--- config.mk ---
export PLATFORM = sky130hd
export DESIGN_NAME = mmt_sync_filter_multi
export DESIGN_NICKNAME = d
export VERILOG_FILES = /design/src/rtl/mmt_sync_pkg.sv /design/src/rtl/mmt_sync_filter_ch.sv /design/src/rtl/mmt_sync_filter_multi.sv
export SDC_FILE = /design/constraint.sdc
export NUM_CORES = 1
export LEC_CHECK = 0
export CELL_PAD_IN_SITES_DETAIL_PLACEMENT = 0
export CELL_PAD_IN_SITES_GLOBAL_PLACEMENT = 1
export CORE_UTILIZATION = 35
export DETAILED_ROUTE_END_ITERATION = 7
export PLACE_DENSITY = 0.64
export SKIP_LAST_GASP = 1
export SLEW_MARGIN = 20
export SYNTH_ARGS = -nofsm -noshare
export SYNTH_HDL_FRONTEND = slang
export SYNTH_HIERARCHICAL = 1
export SYNTH_SLANG_ARGS = --single-unit
--- constraint.sdc ---
create_clock -name clk -period 3.3 [get_ports clk]
set_clock_uncertainty 0.15 [all_clocks]
set_input_delay 0.825 -clock clk [delete_from_list [all_inputs] [get_ports clk]]
set_output_delay 0.825 -clock clk [all_outputs]
set_load 0.02 [all_outputs]
--- src/rtl/mmt_sync_pkg.sv ---
// Shared helpers for the mmt_sync_filter family: width math, reset-value expansion and
// simulation-only fault-injection switches.
package mmt_sync_pkg;

  localparam int MAX_DEPTH = 32;

`ifdef INJECT_DELAY
  localparam bit INJ_DELAY_EN = 1'b1;
`else
  localparam bit INJ_DELAY_EN = 1'b0;
`endif

`ifdef INJECT_X
  localparam bit INJ_X_EN = 1'b1;
`else
  localparam bit INJ_X_EN = 1'b0;
`endif

  function automatic int clog2(input int v);
    int r;
    int one;
    r   = 0;
    one = 1;
    while ((one << r) < v) begin
      r = r + 1;
    end
    return r;
  endfunction

  // Counter must hold 0..N-1; never narrower than one bit.
  function automatic int cnt_width(input int n);
    int w;
    w = clog2(n + 1);
    return (w < 1) ? 1 : w;
  endfunction

  function automatic logic [MAX_DEPTH-1:0] chain_rst(input logic v);
    return {MAX_DEPTH{v}};
  endfunction

endpackage

--- src/rtl/mmt_sync_filter_ch.sv ---
// One channel: Depth-flop synchroniser, optional persistence filter and registered edge flags.
module mmt_sync_filter_ch
  import mmt_sync_pkg::*;
#(
  parameter int   Depth        = 3,
  parameter logic ResetVal     = 1'b0,
  parameter int   FilterCycles = 4,
  parameter int   CntW         = 3
) (
  input  logic clk,
  input  logic rstn,
  input  logic din,
  input  logic hold,
  output logic dout,
  output logic rise,
  output logic fall,
  output logic chg_nxt
);

  localparam logic [MAX_DEPTH-1:0] RST_FULL  = chain_rst(ResetVal);
  localparam logic [Depth-1:0]     RST_CHAIN = RST_FULL[Depth-1:0];

  logic             x_in_s;
  logic             chain_in_s;
  logic [Depth-1:0] sync_r;
  logic             s_s;
  logic             out_r;
  logic             out_nxt_s;
  logic             rise_r;
  logic             fall_r;
  logic             rise_nxt_s;
  logic             fall_nxt_s;

  generate
    if (INJ_X_EN) begin : g_injx
      logic first_r;
      // Flags the first cycle after reset so the chain input can be poisoned.
      always_ff @(posedge clk or negedge rstn) begin
        if (!rstn) first_r <= 1'b1;
        else       first_r <= 1'b0;
      end
      assign x_in_s = first_r ? 1'bx : din;
    end else begin : g_nox
      assign x_in_s = din;
    end

    if (INJ_DELAY_EN) begin : g_injd
      logic dly_r;
      always_ff @(posedge clk or negedge rstn) begin
        if (!rstn) dly_r <= ResetVal;
        else       dly_r <= x_in_s;
      end
      assign chain_in_s = dly_r;
    end else begin : g_nodly
      assign chain_in_s = x_in_s;
    end
  endgenerate

  // Synchroniser chain; bit 0 is the metastability-capturing flop.
  always_ff @(posedge clk or negedge rstn) begin
    if (!rstn) sync_r <= RST_CHAIN;
    else       sync_r <= {sync_r[Depth-2:0], chain_in_s};
  end

  assign s_s = sync_r[Depth-1];

  generate
    if (FilterCycles > 0) begin : g_filt
      localparam logic [CntW-1:0] CNT_MAX = CntW'(FilterCycles - 1);
      logic [CntW-1:0] cnt_r;
      logic [CntW-1:0] cnt_nxt_s;

      // A new level is accepted only after it has disagreed with out for N straight cycles.
      always_comb begin
        out_nxt_s = out_r;
        cnt_nxt_s = {CntW{1'b0}};
        if (hold) begin
          out_nxt_s = out_r;
          cnt_nxt_s = {CntW{1'b0}};
        end else if (s_s != out_r) begin
          if (cnt_r == CNT_MAX) begin
            out_nxt_s = s_s;
            cnt_nxt_s = {CntW{1'b0}};
          end else begin
            cnt_nxt_s = cnt_r + CntW'(1);
          end
        end else begin
          cnt_nxt_s = {CntW{1'b0}};
        end
      end

      always_ff @(posedge clk or negedge rstn) begin
        if (!rstn) cnt_r <= {CntW{1'b0}};
        else       cnt_r <= cnt_nxt_s;
      end
    end else begin : g_byp
      assign out_nxt_s = hold ? out_r : s_s;
    end
  endgenerate

  assign rise_nxt_s = out_nxt_s & ~out_r;
  assign fall_nxt_s = ~out_nxt_s & out_r;

  // Level and edge flags register together so pulses align with the level change.
  always_ff @(posedge clk or negedge rstn) begin
    if (!rstn) begin
      out_r  <= ResetVal;
      rise_r <= 1'b0;
      fall_r <= 1'b0;
    end else begin
      out_r  <= out_nxt_s;
      rise_r <= rise_nxt_s;
      fall_r <= fall_nxt_s;
    end
  end

  assign dout    = out_r;
  assign rise    = rise_r;
  assign fall    = fall_r;
  assign chg_nxt = rise_nxt_s | fall_nxt_s;

endmodule

--- src/rtl/mmt_sync_filter_multi.sv ---
// Multi-channel synchroniser/debouncer for slow asynchronous levels, with per-channel
// rise/fall pulses and an any-change flag aligned to them.
module mmt_sync_filter_multi
  import mmt_sync_pkg::*;
#(
  parameter int               Width        = 4,
  parameter int               Depth        = 3,
  parameter logic [Width-1:0] ResetVal     = {Width{1'b0}},
  parameter int               FilterCycles = 4
) (
  input  logic             clk,
  input  logic             rstn,
  input  logic [Width-1:0] in,
  input  logic             hold,
  output logic [Width-1:0] out,
  output logic [Width-1:0] rise,
  output logic [Width-1:0] fall,
  output logic             chg_any
);

  localparam int CntW = cnt_width(FilterCycles);

  logic [Width-1:0] chg_nxt_s;
  logic             chg_any_r;

  generate
    for (genvar i = 0; i < Width; i++) begin : g_ch
      mmt_sync_filter_ch #(
        .Depth        (Depth),
        .ResetVal     (ResetVal[i]),
        .FilterCycles (FilterCycles),
        .CntW         (CntW)
      ) u_ch (
        .clk     (clk),
        .rstn    (rstn),
        .din     (in[i]),
        .hold    (hold),
        .dout    (out[i]),
        .rise    (rise[i]),
        .fall    (fall[i]),
        .chg_nxt (chg_nxt_s[i])
      );
    end
  endgenerate

  // Built from the channels' next-edge terms so it lands in the same cycle as rise/fall.
  always_ff @(posedge clk or negedge rstn) begin
    if (!rstn) chg_any_r <= 1'b0;
    else       chg_any_r <= |chg_nxt_s;
  end

  assign chg_any = chg_any_r;

endmodule

==> flow_summary.yaml <==
outcome:
  status: "finished, final reports clean"
critical_path:
  reg2regPathDepth: 6
  end_kind: "flip-flop"
  r2r_end: "chg_any$_DFF_PN0_"
  worstPathMaxFanout: 16
  startpoint_type: "input port"
  cp.required_ps: 3310
  critPathArrivalTime_ps: 2870
  path_class: "input port to flip-flop"
  r2r_start: "g_ch[0].u_ch/g_filt.cnt_r[0]$_DFF_PN0_"
  r2r_slack_ps: 1040
floorplan:
  num_io_pins: 20
  die_w_um: 65.28
  rows: 22
  fp.coreArea_sq_um: 3744
  die_height_um: 65.28
  dieArea_sq_um: 4261
  initial_core_util_pct: 37.43
power:
  ir_worst_vdd_v: 0.0002778
  total_leakage_power_nw: 0.8244
  power.density_nw_per_um2: 665.5
place:
  dp_slack_ps: 129.8
  portBuffers: 19
  place.gp.congestion: 0.7038
  dp_hpwl_um: 1419
synth:
  synth_edf_count: 0
  async_flop_share_pct: 100.0
  synth_cell_type_count: 12
  ys_warn_count: 6
  synth.cell_area_sq_um: 1401
  netlist_top_cells_count: "dfrtp_1 (37), ha_1 (8), inv_1 (8), mux2_2 (8), nor4b_1 (6)"
  synth_seq_area_share_pct: 66.07
  yosysMostFrequentCell: "dfrtp_1"
  yosys.area.top_type: "dfrtp_1"
  avgSynthCellArea_sq_um: 15.57
  ys_ff_latch: 37
  syn_inst: 90
  synthTopCellsByArea: "dfrtp_1 (66%), ha_1 (7.1%), mux2_2 (6.4%), nor4b_1 (3.8%), nor3b_2 (3.6%)"
  syn_nets: 105
  yosys_most_used_dff: "dfrtp_1"
  synth.top_cell.area_share_pct: 66.07
drt:
  wl_um: 2029
  wl_per_cell_um: 12.22
  dr.pass1.iters: 4
  viasPerCell: 4.675
  ant_nets: 0
  drtIter0Drc: 37
  vias: 776
  drc: 0
timing:
  clock.fmax_mhz: 350.2
  setup_viol: 0
  final-max-slew-violation-count: 0
  rsz0062_at_grt: "false"
  min_period_over_period_pct: 86.53
  fin_crit_ps: 2856
  worst_pin_slew_ps: 786.0
  fin_setup_tns_ps: 0
  worst_slack_ps: 444.5
  finalHoldViolations: 0
  relSlewSlack_pct: 47.60
clock_tree:
  cts_resized: 0
  worstSkewPairLatency_ps: 290
  cts.sinks: 37
  root_buffer: "clkbuf_8"
  post-cts-setup-buffers: 0
  clk_pin_slew_worst_paths_ps: 70
  hold_buffers: 0
  numCtsBuffers: 5
  clk_path_buf_depth: 2
  htreeDepth: 2
  cts_tree: "done"
cells_and_area:
  regArea_sq_um: 925.9
  drive_above_1_share_pct: 20.34
  nNetsFinal: 132
  syn_to_final_growth_pct: 27.59
  antenna-diode-count: 0
  final_util_pct: 47.76
  multi_input_area_sq_um: 445.4
  fillers: 347
global_routing:
  grt_pass1_wl_um: 3532
  grt_overflow_total: 0
  antenna_found_initial: 0
  grt_pass1_vias: 767
  grtUsageTotal_pct: 11.67
  grt_max_degree: 38
hold_path:
  holdPathStages: 0
  hold_path_end: "g_ch[0].u_ch/sync_r[1]$_DFF_PN0_"
  min_path_type: "flip-flop to flip-flop"
  hp-start: "g_ch[0].u_ch/sync_r[0]$_DFF_PN0_"
job:
  maxCapViolCount: 0
==> per-stage QoR <==
stage / hold slack (ps) / power, mW / instance area [sq um] / std cells
after floorplan: 181.2 / 0.6491 / 1401 / 90
after global placement: 183.2 / 0.7432 / 1654 / 158
after detailed placement: 184.7 / 0.7502 / 1654 / 158
after CTS: 202.4 / 1.214 / 1788 / 166
after global routing: 210.9 / 1.257 / 1788 / 166
final: 200.5 / 1.190 / 1788 / 166
==> critical path: stages <==
cell and delay, ps:
clkdlybuf4s50_1 400, buf_4 200, nor3b_2 270, mux2_2 370, ha_1 270, inv_1 30, or4_1 500
==> final cells by class <==
class / instances / area share, %
timing repair buffer: 20 / 10.78
sequential: 37 / 51.78
multi-input combinational: 45 / 24.91
tap: 48 / 3.359
clock inverter: 3 / 3.639
clock buffer: 5 / 3.849
inverter: 8 / 1.680
==> routing by layer <==
layer / wire [um] / track usage (%) / part of all wire, % / vias up
met4: 37 / 5.707 / 1.8 / 0
met1: 926 / 14.04 / 46 / 387
li1: - / - / - / 367
met3: 130 / 6.076 / 6.4 / 3
met5: 0 / 0 / 0 / -
met2: 934 / 17.01 / 46 / 19
==> registers in the layout (all words and copies together) (netlist names) <==
register / flops
g_ch.u_ch/g_filt.cnt_r: 12
g_ch.u_ch/dout: 4
g_ch.u_ch/sync_r: 12
g_ch.u_ch/rise: 4
chg_any: 1
g_ch.u_ch/fall: 4
==> how the worst max path moves through the flow <==
| stage | endpoint | cells past startpoint | startpoint | slack [ps] |
|---|---|---|---|---|
| after global routing | chg_any$_DFF_PN0_ | 7 | hold | 340 |
| after global placement | chg_any$_DFF_PN0_ | 7 | hold | 140 |
| after CTS | chg_any$_DFF_PN0_ | 7 | hold | 440 |
| after detailed placement | chg_any$_DFF_PN0_ | 7 | hold | 130 |
| final | chg_any$_DFF_PN0_ | 7 | hold | 440 |
| after floorplan | chg_any$_DFF_PN0_ | 5 | hold | 840 |
==> cells in the final DEF (no fill, tap or decap) <==
master	n
buf_2	1
buf_4	1
bufinv_16	2
clkbuf_8	5
clkdlybuf4s50_1	18
clkinv_2	1
dfrtp_1	37
ha_1	8
inv_1	8
mux2_2	8
nor2b_1	4
nor3b_1	4
nor3b_2	4
nor4_1	4
nor4b_1	6
nor4b_2	2
or4_1	1
xnor2_1	4
==> cell families after synthesis <==
| group | after synthesis | share of synthesized area [%] |
|---|---|---|
| adder cells (fa/ha/maj) | 8 | 7.143 |
| AND/OR/NAND/NOR | 25 | 15.71 |
| multiplexers | 8 | 6.429 |
| XOR/XNOR | 4 | 2.500 |
| buffers and inverters | 8 | 2.143 |
| flip-flops | 37 | 66.07 |
==> power by group <==
part | internal (mW) | switching (mW)
Sequential | 0.500 | 0.0294
Combinational | 0.103 | 0.100
Clock | 0.300 | 0.157
Total | 0.904 | 0.286
(Power assumes the default switching activity.)
